$ cat config.mk
export PLATFORM = sky130hd
export DESIGN_NAME = bcd_display_sequencer_flat
export DESIGN_NICKNAME = d
export VERILOG_FILES = /design/src/rtl/bcd_display_sequencer_if.sv /design/src/rtl/bcd_display_sequencer.sv /design/src/flat_wrapper.sv
export SDC_FILE = /design/constraint.sdc
export NUM_CORES = 1
export LEC_CHECK = 0
export CAP_MARGIN = 20
export CORE_MARGIN = 10
export CORE_UTILIZATION = 60
export CTS_BUF_LIST = sky130_fd_sc_hd__clkbuf_2 sky130_fd_sc_hd__clkbuf_4 sky130_fd_sc_hd__clkbuf_8
export CTS_CLUSTER_SIZE = 8
export DETAILED_ROUTE_END_ITERATION = 12
export PLACE_DENSITY = 0.91
export SLEW_MARGIN = 0
export SYNTH_ARGS = -nofsm -noshare
export SYNTH_HDL_FRONTEND = slang
export SYNTH_SLANG_ARGS = --single-unit
$ cat constraint.sdc
create_clock -name CLOCK_50 -period 4.75 [get_ports CLOCK_50]
set_input_delay 1.1875 -clock CLOCK_50 [delete_from_list [all_inputs] [get_ports CLOCK_50]]
set_output_delay 1.1875 -clock CLOCK_50 [all_outputs]
set_load 0.1 [all_outputs]
$ cat src/rtl/bcd_display_sequencer_if.sv
// Handshake and result bundle for bcd_display_sequencer.
//   master modport: the requester, which drives START/V and observes the status and result.
//   slave  modport: the sequencer, which samples START/V and drives BUSY, DONE, BCD and HEX.
//   START : conversion request, sampled on the rising clock edge.
//   V     : unsigned binary value, sampled only on the edge that accepts START.
//   BUSY  : high while a conversion is in progress.
//   DONE  : one-cycle pulse when a new result becomes valid.
//   BCD   : packed BCD result; digit 0 (units) sits in [3:0].
//   HEX   : active-low segment patterns; digit i sits in [7i+6:7i], bit order g..a.
interface bcd_display_sequencer_if #(
  parameter int WIDTH  = 8,
  parameter int DIGITS = 3
);
  logic                  START;
  logic [WIDTH-1:0]      V;
  logic                  BUSY;
  logic                  DONE;
  logic [4*DIGITS-1:0]   BCD;
  logic [7*DIGITS-1:0]   HEX;

  modport master (output START, V, input BUSY, DONE, BCD, HEX);
  modport slave  (input START, V, output BUSY, DONE, BCD, HEX);
endinterface

$ cat src/rtl/bcd_display_sequencer.sv
// Sequential binary-to-BCD converter (shift-add-3, one bit per clock) that drives
// one active-low seven-segment pattern per decimal digit.
//   CLOCK_50 : system clock; all state changes happen on its rising edge.
//   RESET_N  : asynchronous active-low reset. It aborts any conversion in flight.
//   bus      : slave side of bcd_display_sequencer_if (START/V in; BUSY/DONE/BCD/HEX out).
// Parameters:
//   WIDTH    : width of the binary input.
//   DIGITS   : number of BCD digits. It must cover 2^WIDTH-1.
//   BLANK_LZ : 1 blanks leading-zero digits. Digit 0 is always shown.
module bcd_display_sequencer #(
  parameter int WIDTH    = 8,
  parameter int DIGITS   = 3,
  parameter int BLANK_LZ = 1
) (
  input  logic                     CLOCK_50,
  input  logic                     RESET_N,
  bcd_display_sequencer_if.slave   bus
);

  localparam int SW = 4 * DIGITS;
  localparam int HW = 7 * DIGITS;
  localparam int CW = $clog2(WIDTH + 1);

  // Saturating 10^n, so that very wide DIGITS settings do not overflow the range check.
  function automatic longint unsigned pow10(input int n);
    longint unsigned p;
    p = 64'd1;
    for (int i = 0; i < n; i++) begin
      if (p > 64'd1844674407370955161) p = '1;
      else                             p = p * 64'd10;
    end
    return p;
  endfunction

  localparam longint unsigned VMAX = (WIDTH >= 64) ? '1 : ((64'd1 << WIDTH) - 64'd1);

  generate
    if (pow10(DIGITS) <= VMAX) begin : g_digits_too_few
      $error("bcd_display_sequencer: DIGITS too small to hold 2^WIDTH-1");
    end
  endgenerate

  // Active-low segment pattern for one BCD digit, bit order g..a.
  function automatic logic [6:0] seg(input logic [3:0] d);
    case (d)
      4'd0:    seg = 7'b1000000;
      4'd1:    seg = 7'b1111001;
      4'd2:    seg = 7'b0100100;
      4'd3:    seg = 7'b0110000;
      4'd4:    seg = 7'b0011001;
      4'd5:    seg = 7'b0010010;
      4'd6:    seg = 7'b0000010;
      4'd7:    seg = 7'b1111000;
      4'd8:    seg = 7'b0000000;
      4'd9:    seg = 7'b0010000;
      default: seg = 7'b1111111;
    endcase
  endfunction

  // Full display image for a packed BCD word. The scan runs from the most significant
  // digit downwards, so nz means "this digit or a higher one is non-zero".
  function automatic logic [HW-1:0] hex_of(input logic [SW-1:0] b);
    logic [HW-1:0] h;
    logic          nz;
    h  = '0;
    nz = 1'b0;
    for (int i = DIGITS - 1; i >= 0; i--) begin
      nz = nz | (b[4*i +: 4] != 4'd0);
      if (BLANK_LZ != 0 && i != 0 && !nz) h[7*i +: 7] = 7'b1111111;
      else                                h[7*i +: 7] = seg(b[4*i +: 4]);
    end
    return h;
  endfunction

  localparam logic [HW-1:0] HEX_RST = hex_of('0);

  typedef enum logic [1:0] {IDLE, SHIFT, FIN} state_t;

  state_t          state_reg;
  logic [WIDTH-1:0] bin_reg;
  logic [SW-1:0]   scratch_reg;
  logic [CW-1:0]   cnt_reg;
  logic            busy_reg;
  logic            done_reg;
  logic [SW-1:0]   bcd_reg;
  logic [HW-1:0]   hex_reg;

  logic [SW-1:0]   scratch_adj;
  logic [SW-1:0]   scratch_next;
  logic [WIDTH-1:0] bin_next;
  logic [HW-1:0]   hex_next;

  // Add-3 correction on every digit in parallel, applied before the shift.
  // A digit of 5..9 becomes 8..12, so the shift carries into the next digit correctly.
  genvar gi;
  generate
    for (gi = 0; gi < DIGITS; gi++) begin : g_add3
      assign scratch_adj[4*gi +: 4] = (scratch_reg[4*gi +: 4] >= 4'd5)
                                    ? scratch_reg[4*gi +: 4] + 4'd3
                                    : scratch_reg[4*gi +: 4];
    end
  endgenerate

  assign scratch_next = {scratch_adj[SW-2:0], bin_reg[WIDTH-1]};
  assign bin_next     = bin_reg << 1;
  assign hex_next     = hex_of(scratch_next);

  always_ff @(posedge CLOCK_50 or negedge RESET_N) begin
    if (!RESET_N) begin
      state_reg   <= IDLE;
      bin_reg     <= '0;
      scratch_reg <= '0;
      cnt_reg     <= '0;
      busy_reg    <= 1'b0;
      done_reg    <= 1'b0;
      bcd_reg     <= '0;
      hex_reg     <= HEX_RST;
    end else begin
      case (state_reg)
        // FIN accepts a new request exactly as IDLE does, which allows back-to-back conversions.
        IDLE, FIN: begin
          done_reg <= 1'b0;
          if (bus.START) begin
            bin_reg     <= bus.V;
            scratch_reg <= '0;
            cnt_reg     <= CW'(WIDTH);
            busy_reg    <= 1'b1;
            state_reg   <= SHIFT;
          end else begin
            state_reg   <= IDLE;
          end
        end
        SHIFT: begin
          scratch_reg <= scratch_next;
          bin_reg     <= bin_next;
          cnt_reg     <= cnt_reg - CW'(1);
          // The final iteration publishes its shifted value directly, so BCD and HEX
          // never show an intermediate scratch value.
          if (cnt_reg == CW'(1)) begin
            bcd_reg   <= scratch_next;
            hex_reg   <= hex_next;
            busy_reg  <= 1'b0;
            done_reg  <= 1'b1;
            state_reg <= FIN;
          end
        end
        default: begin
          busy_reg  <= 1'b0;
          done_reg  <= 1'b0;
          state_reg <= IDLE;
        end
      endcase
    end
  end

  assign bus.BUSY = busy_reg;
  assign bus.DONE = done_reg;
  assign bus.BCD  = bcd_reg;
  assign bus.HEX  = hex_reg;

endmodule

$ cat src/flat_wrapper.sv
// flat-port wrapper written by rule: the top's interface ports become plain ports
module bcd_display_sequencer_flat 
#(
  parameter int WIDTH    = 8,
  parameter int DIGITS   = 3,
  parameter int BLANK_LZ = 1
)
  (CLOCK_50, RESET_N, bus_START, bus_V, bus_BUSY, bus_DONE, bus_BCD, bus_HEX);
  bcd_display_sequencer_if #(.WIDTH(WIDTH), .DIGITS(DIGITS)) bus_i ();
  input  logic CLOCK_50;
  input  logic RESET_N;
  input wire logic [$bits(bus_i.START)-1:0] bus_START;
  input wire logic [$bits(bus_i.V)-1:0] bus_V;
  output wire logic [$bits(bus_i.BUSY)-1:0] bus_BUSY;
  output wire logic [$bits(bus_i.DONE)-1:0] bus_DONE;
  output wire logic [$bits(bus_i.BCD)-1:0] bus_BCD;
  output wire logic [$bits(bus_i.HEX)-1:0] bus_HEX;
  assign bus_i.START = bus_START;
  assign bus_i.V = bus_V;
  assign bus_BUSY = bus_i.BUSY;
  assign bus_DONE = bus_i.DONE;
  assign bus_BCD = bus_i.BCD;
  assign bus_HEX = bus_i.HEX;
  bcd_display_sequencer #(.WIDTH(WIDTH), .DIGITS(DIGITS), .BLANK_LZ(BLANK_LZ)) u_core (.CLOCK_50(CLOCK_50), .RESET_N(RESET_N), .bus(bus_i));
endmodule
Word-level counts from Yosys, hierarchy flattened
Memory sizes are Yosys's and may differ from the RTL's. A register that Yosys moved wholly into a read port is not among the register bits.
Cells that the tools add are included.
Widths: inputs -> output; s select.

cells by class
  magnitude comparators = 3
  mux-type cells = 19
  bitwise gates (word level) = 1
  reductions and logical operators = 9
  add/sub/neg operators = 4
  eq/ne operators = 5

operators by type and width
  cell                 count
  $pmux 12 s2          1
  $pmux 8 s2           1
  $mux 7               2
  $ge 4x3->1 const B   3
  $mux 12              1
  $mux 4               3
  $add 4x2->4 const B  2
  $mux 8               1
  $pmux 4 s2           1
  $reduce_bool 4->1    2
  $reduce_and 2->1     3
  $mux 1               5
  $eq 4x1->1 const B   1
  $pmux 2 s2           1
  $sub 4x1->4 const B  1
  $add 3x2->3 const B  1
  $mux 3               1
  $eq 2x1->1 const B   1
  $eq 2x2->1 const B   1
  $logic_not 2->1      1
  $mux 2               1
  $ne 2x1->1 const B   1
  $ne 2x2->1 const B   1
  $pmux 1 s2           1
  4 further kinds      4

storage, ports and cells
  ROM bits = 336
  logic and storage cells = 52
  input bits = 11
  flip-flop bits (word level) = 61
  memories = 3

memories
  memory           words  width  rd ports  clocked after memory_dff  write ports  line                         text
  (no name shown)  16     7      1         0                         0            bcd_display_sequencer.sv:45  case (d)
  (no name shown)  16     7      1         0                         0            bcd_display_sequencer.sv:45
  (no name shown)  16     7      1         1                         0            bcd_display_sequencer.sv:45

Depth between registers and ports, before layout
Gate-level depths: netlist of run 1.

  depth in word-level cells = 5
  gate-level depth with buffers = 12

Least setup slack after synthesis of run 1
OpenSTA, ideal clock, no wires.

  path type = reg-to-reg
  start point = register u_core.scratch_reg[5]
  end point = register u_core.hex_reg[11] (netlist: u_core.bus.HEX[11])
  library setup time = 0.086 ns
  path slack = 2.356 ns
  cell stages (with the launch flop) = 13
  arrival time = 2.308 ns
  path through = dfrtp_1 inv_1 ha_1 and2b_1 o21ai_0 or2_1 buf_2 inv_1 ha_1 inv_1 or4_1 o211ai_1 a21oi_1

between the ends
  word-level cells in the longest chain between the ends = 5
  elaborated cells between the ends (all ways) = 8

RTL lines
  what                                                                  line                          text
  from (decl)                                                           bcd_display_sequencer.sv:81   logic [SW-1:0] scratch_reg;
  from (signal assigned)                                                bcd_display_sequencer.sv:134  scratch_reg <= scratch_next;
  $ge 4x3->1 *                                                          bcd_display_sequencer.sv:98   assign scratch_adj[4*gi +: 4] = (scratch_reg[4*gi +: 4] >= 4'd5)
  $mux 4 *                                                              bcd_display_sequencer.sv:99   ? scratch_reg[4*gi +: 4] + 4'd3
  net u_core.scratch_adj[4]                                             bcd_display_sequencer.sv:88   logic [SW-1:0] scratch_adj;
  parallel branches: the longest is 2 deep, another holds $mem_v2 16x7  --
  $mux 7 *                                                              bcd_display_sequencer.sv:69   if (BLANK_LZ != 0 && i != 0 && !nz) h[7*i +: 7] = 7'b1111111;
  to (signal assigned)                                                  bcd_display_sequencer.sv:141  hex_reg <= hex_next;
  to (decl)                                                             bcd_display_sequencer.sv:86   logic [HW-1:0] hex_reg;

Mark *: on every way through the listed nets, which the timed path passes.
A chain may end at the register's enable or synchronous reset.

Worst setup path in the final report of run 1
  start point = register u_core.hex_reg[16] (netlist: u_core.bus.HEX[16])
  end point = output port bus_HEX[16]

RTL lines
  what       line                text
  to (decl)  flat_wrapper.sv:17  output wire logic [$bits(bus_i.HEX)-1:0] bus_HEX;

No word-level cell between the ends.

==> metrics.yaml, run 1 <==
status: "finished clean"
worstMarginPinSlew_ns: 1.02
grt-ovfl-total: 0
drive_gt1_frac: 0.111
globalplace.congestion: 0.856
ant_nets: 0
post-cts-setup-buffers: 0
wl_um: 7590
ys_ff_latch: 60
syn_nets: 393
timing.final.crit_share: 0.681
synth_top_area_cell: "dfrtp_1"
cts_buffers: 9
clock_skew_ns: 0.00673
cp_max_fo: 2
drc: 0
fin_crit_ns: 3.23
io-pin-count: 46
critPathKind: "reg2out"
yosysSeqAreaShare: 0.456
die_height_um: 94.6
ff2ff_path_depth: 10
via_count: 2777
drtPass1Iterations: 4
async_flop_share: 1.00
reg2reg_to: "u_core.bus.HEX[13]"
root_buffer: "clkbuf_8"
critPathTopFamily: "buffers and inverters"
layout_common_cells: "nand2_1 (64), dfrtp_1 (45), clkdlybuf4s50_1 (44)"
clock.fmax_mhz: 309
dp.cells: 461
timing.rr.start: "u_core.scratch_reg[5]"
final.setup.worst_slack_ns: 1.52
min_to: "u_core.bus.BCD[7]"
insertedDiodeCount: 0
synth-edff-count: 0
r2r_slack_ns: 1.85
slowest_stage: "clkdlybuf4s50_1"
tns_ns: 0
grt_use_total: 0.178
maxCapViolations: 0
hold_start: "u_core.bus.BCD[7]"
grt_pass1_vias: 2740
via_per_inst: 5.82
worstHoldPathType: "reg2reg"
hpwlAfterDp_um: 5500
synth_ff_type: "dfrtp_1"
worst_setup_path_end_kind: "output pin"
syn_inst: 361
cp_data_required_time_ns: 3.56
nNetsFinal: 432
rsz0062_at_grt: "no"
multi_input_area_sq_um: 1640
synth_area_sq_um: 3330
hold_viol: 0
seq_area_sq_um: 1520
cpPeakStageDelay_ns: 1.17
synth_top_area_frac: 0.338
cts_htree_levels: 3
yosysWarningCount: 0
initial_utilization: 0.613
worst-path-buf-inv: 1
die_area_sq_um: 8940
cts_tree: "yes"
antenna_found_initial: 0
clockBufferDepth: 2
syn_to_final_growth_pct: 19.8
slew_violations: 0
wl_per_cell_um: 15.9
clk_pin_slew_ns: 0.07
post_cts_resized: 0
synth.area.top_cells: "dfrtp_1 (34%), dfstp_2 (12%), ha_1 (7.9%)"
first_iter_violations: 212
whs_path_depth: 2
place_worst_setup_slack_ns: 1.66
portBuffers: 45
crit_arrival_ns: 2.05
layout_commonest_cell: "nand2_1"
cp-start-kind: "register"
setup_viol: 0
largest_register_ff_count: 21
clock_latency_ns: 0.33
slew-limit-headroom: 0.317
die_x_um: 94.6
fill_cells: 390
synthDistinctLibCells: 57
clock-sinks: 60
fp-row-count: 27
core_sq_um: 5440
syn_avg_cell_area_sq_um: 9.24
path_cells: "clkdlybuf4s50_1"
grt_max_degree: 61
fin_cells: 477
hold_slack_ns: 0.481
cts-hold-fix-buffers: 0
grt_pass1_wl_um: 12800
[worst max path at each step]
stage                                      from               endpoint  slack (ns)  cells past startpoint
after global placement                bus_START  u_core.scratch_reg[6]        1.81                      4
after CTS                    u_core.bus.HEX[16]            bus_HEX[16]        1.51                      1
final                        u_core.bus.HEX[16]            bus_HEX[16]        1.52                      1
after detailed placement              bus_START  u_core.scratch_reg[1]        1.66                      5
after global routing         u_core.bus.HEX[16]            bus_HEX[16]        1.48                      1
after floorplan           u_core.scratch_reg[5]     u_core.bus.HEX[11]        2.36                     12
[routing by layer]
| metal | vias to the layer above | part of all wire | GRT usage |
|---|---|---|---|
| li1 | 1336 | - | - |
| met1 | 1334 | 0.42 | 0.216 |
| met2 | 91 | 0.48 | 0.284 |
| met3 | 16 | 0.067 | 0.0547 |
| met4 | 0 | 0.026 | 0.0848 |
| met5 | - | 0 | 0 |
[kinds of logic after synthesis]
logic type / Yosys count / share of synthesized area
simple gates: 139 / 0.192
buf+inv: 36 / 0.0522
mux: 1 / 0.00338
compound gates: 100 / 0.203
xor+xnor: 4 / 0.0146
fa+ha+maj: 21 / 0.0788
flops: 60 / 0.456
[synthesized netlist by cell type (2+ instances only)]
cell type and number:
o211ai_1 8, dfrtp_1 45, and4b_1 2, and3_1 2, buf_6 4, a211oi_1 3
nand2_1 64, nor3b_1 4, buf_2 7, or3_1 3, nand3_1 3, nor2b_1 2
a31oi_1 8, o31ai_1 3, a22o_1 2, o21ai_0 36, nor2_1 33, clkbuf_1 8
a21oi_1 15, nor3_1 7, inv_1 16, or2_1 3, o21ai_1 4, a32oi_1 2
xnor2_1 2, dfstp_2 15, o22a_1 2, ha_1 21, nand2b_1 6, o21a_1 2
and2_1 2, and2b_1 2
[layout make-up]
| class | count | area share |
|---|---|---|
| Multi-Input combinational cell | 265 | 0.411 |
| Sequential cell | 60 | 0.381 |
| Inverter | 17 | 0.0160 |
| Timing Repair Buffer | 47 | 0.115 |
| Clock buffer | 11 | 0.0363 |
| Clock inverter | 5 | 0.0188 |
| Tap cell | 72 | 0.0225 |
[per-stage QoR]
step           utilization  cell area [sq um]
6_report             0.735               4000
5_1_grt              0.735               4000
4_1_cts              0.735               4000
3_5_place_dp         0.694               3770
3_3_place_gp         0.694               3770
2_1_floorplan            -               3330
[tightest hold or removal path: cells and delay by family (launching register included)]
kind	cells	cell delay, ns
flip-flops	1	0.35
AO/OA/AOI/OAI	1	0.06
AND/OR/NAND/NOR	1	0.04
Power of run 1 is not shown: default switching activity piles up to over one toggle a cycle in this logic, so the estimate is an artifact.
==> inputs of run 2 (changes only) <==
CORE_UTILIZATION = 57   (was 60)
PLACE_DENSITY = 0.88   (was 0.91)
clock period = 3.23 ns   (was 4.75 ns; I/O delays follow)
==> run 2 against run 1 <==
Compared with the run above:
- die area up 4.1%
- sequential share of layout area is 0.77 points higher
- sequential cell count unchanged
- utilization fell by 3.6 points
- setup slack worse by 1.0 ns
- routed wire length up 2.4%
- clock-buffer cell count is 4 higher
- hold slack improved by 0.0012 ns
- non-clock buffer count increased by 4
- critical endpoint is now u_core.bus.HEX[7]
- clock skew down 0.0016 ns
- register-to-register slack lost 1.3 ns
- design area fell by 2.0%
==> metrics.yaml, run 2 (synthesized netlist as in run 1, its figures left out) <==
layout_commonest_cell: "nand2_1"  # unchanged
hpwlAfterDp_um: 5690  # was 5500 um
seq_area_sq_um: 1520  # unchanged
crit_arrival_ns: 2.98  # was 2.05 ns
post-cts-setup-buffers: 0  # unchanged
post_cts_resized: 0  # unchanged
wl_um: 7770  # was 7590 um
root_buffer: "clkbuf_8"  # unchanged
path_cells: "inv_1 -> ha_1 -> nand2b_1 -> a21oi_1 -> xnor2_1 -> inv_1 -> ha_1 -> o31a_1 -> a31o_2 -> a21oi_4 -> a21oi_1"  # was clkdlybuf4s50_1
syn_to_final_growth_pct: 17.4  # was 19.8%
cp-start-kind: "register"  # unchanged
die_height_um: 96.5  # was 94.6 um
clockBufferDepth: 2  # unchanged
timing.final.crit_share: 0.842
fill_cells: 443  # was 390
core_sq_um: 5610  # was 5440 sq um
timing.rr.start: "u_core.scratch_reg[8]"  # was u_core.scratch_reg[5]
wl_per_cell_um: 16.2  # was 15.9 um
fp-row-count: 27  # unchanged
clock_latency_ns: 0.34  # was 0.33 ns
drive_gt1_frac: 0.205  # was 0.111
drc: 0  # unchanged
worstMarginPinSlew_ns: 0.870  # was 1.02 ns
min_to: "u_core.bus.BCD[3]"  # was u_core.bus.BCD[7]
grt_pass1_vias: 2748  # was 2740
clk_pin_slew_ns: 0.07  # about the same
r2r_slack_ns: 0.51  # was 1.85 ns
grt_max_degree: 40  # was 61
rsz0062_at_grt: "no"  # unchanged
grt-ovfl-total: 0  # unchanged
slew-limit-headroom: 0.420  # was 0.317
cts_buffers: 9  # unchanged
reg2reg_to: "u_core.bus.HEX[7]"  # was u_core.bus.HEX[13]
die_area_sq_um: 9310  # was 8940 sq um
worstHoldPathType: "reg2reg"  # unchanged
globalplace.congestion: 0.897  # was 0.856
grt_pass1_wl_um: 13100  # was 12800 um
grt_use_total: 0.178  # about the same
clock.fmax_mhz: 368
status: "finished clean"  # unchanged
critPathKind: "reg2reg"  # was reg2out
insertedDiodeCount: 0  # unchanged
antenna_found_initial: 0  # unchanged
largest_register_ff_count: 21  # unchanged
cp_max_fo: 6  # was 2
first_iter_violations: 168  # was 212
worst-path-buf-inv: 2  # was 1
fin_crit_ns: 2.72
multi_input_area_sq_um: 1640  # unchanged
setup_viol: 0  # unchanged
maxCapViolations: 0  # unchanged
cpPeakStageDelay_ns: 0.43  # was 1.17 ns
clock_skew_ns: 0.00514  # was 0.00673 ns
hold_viol: 0  # unchanged
worst_setup_path_end_kind: "register"  # was output pin
whs_path_depth: 2  # unchanged
cts_tree: "yes"  # unchanged
slowest_stage: "xnor2_1"  # was clkdlybuf4s50_1
cts-hold-fix-buffers: 0  # unchanged
initial_utilization: 0.595  # was 0.613
via_count: 2772  # was 2777
nNetsFinal: 436  # was 432
hold_start: "u_core.bus.BCD[3]"  # was u_core.bus.BCD[7]
tns_ns: 0  # unchanged
clock-sinks: 60  # unchanged
ff2ff_path_depth: 11  # was 10
via_per_inst: 5.76  # was 5.82
cp_data_required_time_ns: 3.49  # was 3.56 ns
ant_nets: 0  # unchanged
die_x_um: 96.5  # was 94.6 um
cts_htree_levels: 3  # unchanged
critPathTopFamily: "compound AO/OA/AOI/OAI gates"  # was buffers and inverters
portBuffers: 45  # unchanged
slew_violations: 0  # unchanged
io-pin-count: 46  # unchanged
layout_common_cells: "nand2_1 (64), dfrtp_1 (45), buf_4 (41)"  # was nand2_1 (64), dfrtp_1 (45), clkdlybuf4s50_1 (44)
drtPass1Iterations: 4  # unchanged
run 2: changes by cell type in the layout (fill, tap and decap cells not counted):
| cell | delta |
|---|---|
| bufinv_16 | -2 |
| buf_4 | +39 |
| clkinv_2 | -2 |
| clkbuf_8 | +3 |
| clkbuf_4 | +1 |
| clkdlybuf4s50_1 | -35 |
run 2: per-stage QoR:
stage	util	instances	instance area (sq um)	setup slack, ns	hold WS [ns]
6_report	0.698	481	3920	0.511	0.483
5_1_grt	0.698	481	3920	0.308	0.500
4_1_cts	0.698	481	3920	0.535	0.491
3_5_place_dp	0.663	465	3720	0.525	0.476
3_3_place_gp	0.663	465	3720	0.733	0.465
2_1_floorplan	-	361	3330	0.836	0.450
run 2: area by class of cell:
| cell class | count | share of cell area |
|---|---|---|
| inverters | 17 | 0.0163 |
| clock inverters | 1 | 0.00128 |
| repair buffers | 51 | 0.103 |
| multi-input cells | 265 | 0.419 |
| well taps | 72 | 0.0230 |
| flip-flops and latches | 60 | 0.388 |
| clock buffers | 15 | 0.0495 |
run 2: worst max-delay path by stage:
stage | slack [ns] | end | start | depth (start not counted)
final | 0.51 | u_core.bus.HEX[7] | u_core.scratch_reg[8] | 11
after global routing | 0.31 | u_core.bus.HEX[9] | u_core.scratch_reg[8] | 11
after CTS | 0.54 | u_core.bus.HEX[13] | u_core.scratch_reg[8] | 11
after detailed placement | 0.53 | u_core.bus.HEX[12] | u_core.scratch_reg[8] | 11
after global placement | 0.73 | u_core.bus.HEX[7] | u_core.scratch_reg[8] | 11
after floorplan | 0.84 | u_core.bus.HEX[11] | u_core.scratch_reg[5] | 12
run 2: layer usage:
metal	vias to the layer above	track usage	wire length (um)
met5	-	0	0
met4	0	0.0787	144
met3	12	0.0378	477
met2	79	0.296	3840
met1	1339	0.218	3310
li1	1342	-	-
run 2: worst min-delay path, delay by kind of cell (launching register included):
kind            cells  cell delay [ns]
compound gates      1             0.06
flops               1             0.34
simple gates        1             0.04
Power of run 2 is left out for the same reason.
==> inputs of run 3 (changes only) <==
CORE_UTILIZATION = 51   (was 57)
PLACE_DENSITY = 0.83   (was 0.88)
clock period = 2.3 ns   (was 3.23 ns; I/O delays follow)
==> run 3 against run 2 <==
Compared with the run above:
- hold slack worse by 0.28 ns
- design area up 9.3%
- setup slack worse by 0.49 ns
- critical path type unchanged
==> metrics.yaml, run 3 (synthesized netlist as in run 1, its figures left out) <==
status: "finished clean"  # unchanged
largest_register_ff_count: 21  # unchanged
hold_slack_ns: 0.199  # was 0.483 ns
layout_common_cells: "buf_4 (65), nand2_1 (64), dfrtp_1 (44)"  # was nand2_1 (64), dfrtp_1 (45), buf_4 (41)
slew-limit-headroom: 0.314  # was 0.420
critPathKind: "reg2reg"  # unchanged
rsz0062_at_grt: "yes"  # was no
portBuffers: 45  # unchanged
setup_viol: 0  # unchanged
cts_htree_levels: 3  # unchanged
clock.fmax_mhz: 439  # was 368 MHz
cp_data_required_time_ns: 2.57  # was 3.49 ns
globalplace.congestion: 0.922  # was 0.897
wl_per_cell_um: 16.5  # was 16.2 um
nNetsFinal: 463  # was 436
via_count: 2931  # was 2772
hold_viol: 0  # unchanged
grt_use_total: 0.167  # was 0.178
timing.final.crit_share: 0.991  # was 0.842
drc: 0  # unchanged
clock-sinks: 60  # unchanged
ant_nets: 0  # unchanged
cp-start-kind: "register"  # unchanged
clock_skew_ns: 0.0107  # was 0.00514 ns
die_area_sq_um: 10200  # was 9310 sq um
root_buffer: "clkbuf_8"  # unchanged
clk_pin_slew_ns: 0.07  # about the same
clockBufferDepth: 2  # unchanged
cts_buffers: 9  # unchanged
first_iter_violations: 125  # was 168
worstMarginPinSlew_ns: 1.03  # was 0.870 ns
syn_to_final_growth_pct: 28.3  # was 17.4%
finalInstanceArea_sq_um: 4280  # was 3920 sq um
cts_tree: "yes"  # unchanged
grt_use_met3: 0.0466  # was 0.0378
grt.met1_usage: 0.205  # was 0.218
die_height_um: 101  # was 96.5 um
grt_max_degree: 32  # was 40
hpwlAfterDp_um: 5940  # was 5690 um
wl_um: 8460  # was 7770 um
clock_latency_ns: 0.34  # about the same
via_per_inst: 5.71  # was 5.76
fin_cells: 513  # was 481
grt_pass1_wl_um: 13800  # was 13100 um
crit_arrival_ns: 2.55  # was 2.98 ns
worst_setup_path_end_kind: "register"  # unchanged
worstHoldPathType: "in2async"  # was reg2reg
grt-ovfl-total: 0  # unchanged
cp_max_fo: 4  # was 6
fin_crit_ns: 2.28  # was 2.72 ns
insertedDiodeCount: 0  # unchanged
dp.cells: 487  # was 465
initial_utilization: 0.525  # was 0.595
grt_use_met2: 0.267  # was 0.296
fp-row-count: 29  # was 27
place_area_sq_um: 3900  # was 3720 sq um
core_sq_um: 6350  # was 5610 sq um
maxCapViolations: 0  # unchanged
drive_gt1_frac: 0.314  # was 0.205
io-pin-count: 46  # unchanged
grt-busiest-layer: "met2"  # unchanged
slew_violations: 0  # unchanged
grt_pass1_vias: 2934  # was 2748
die_x_um: 101  # was 96.5 um
layout_commonest_cell: "buf_4"  # was nand2_1
drtPass1Iterations: 4  # unchanged
antenna_found_initial: 0  # unchanged
cts-hold-fix-buffers: 0  # unchanged
run 3: cell count changes in the layout (fill, tap and decap cells not counted), sizes merged:
cell | before | now
buf | 42 | 69
clkbuf | 15 | 13
clkinv | 1 | 3
run 3: per-stage QoR:
stage / TNS [ns] / util / setup WS (ns)
2_1_floorplan: -0.000207 / - / -0.000207
3_3_place_gp: -0.0825 / 0.615 / -0.0603
3_5_place_dp: -0.311 / 0.615 / -0.120
4_1_cts: 0 / 0.649 / 0.00198
5_1_grt: -0.356 / 0.674 / -0.0748
6_report: 0 / 0.674 / 0.0209
run 3: worst max-delay path, cell delays in order, from the launching register on:
cell and delay (ns):
dfrtp_2 0.45, ha_4 0.17, and2b_2 0.25, o21ai_2 0.08, or2_1 0.27, inv_2 0.10
ha_4 0.13, inv_1 0.03, or4_1 0.52, o211ai_1 0.11, a21oi_1 0.09
run 3: final timing paths:
path / slack, ns / endpoint / startpoint / cells past startpoint
hold reg to reg: 0.48 / u_core.bus.HEX[6] / u_core.bus.HEX[6] / 2
setup reg to reg: 0.02 / u_core.bus.HEX[11] / u_core.scratch_reg[4] / 10
setup / recovery: 0.02 / u_core.bus.HEX[11] / u_core.scratch_reg[4] / 10
min in group CLOCK_50: 0.48 / u_core.bus.HEX[6] / u_core.bus.HEX[6] / 2
max in group asynchronous: 1.42 / u_core.bus.HEX[12] / RESET_N / 2
hold / removal: 0.20 / u_core.bus.BCD[2] / RESET_N / 1
run 3: layout make-up:
type | instances | area [sq um]
inverters | 17 | 63.8
flip-flops and latches | 60 | 1520
fillers | 492 | 2070
well taps | 77 | 96.3
repair buffers | 78 | 634
clock inverters | 3 | 15.0
clock buffers | 13 | 160
multi-input cells | 265 | 1790
run 3: repair_timing:
item                                   in CTS  in global routing
gates resized for setup                     6                 25
setup endpoints to repair                   5                 15
pin swaps                                   2                 13
gates cloned                                0                  0
endpoints found under the hold margin       0                  0
buffers inserted                            4                  6
run 3: routing by layer:
metal,wire [um],up-vias
li1,-,1403
met1,3720,1403
met2,4050,105
met3,491,20
met4,201,0
met5,0,-
Power of run 3 is left out for the same reason.
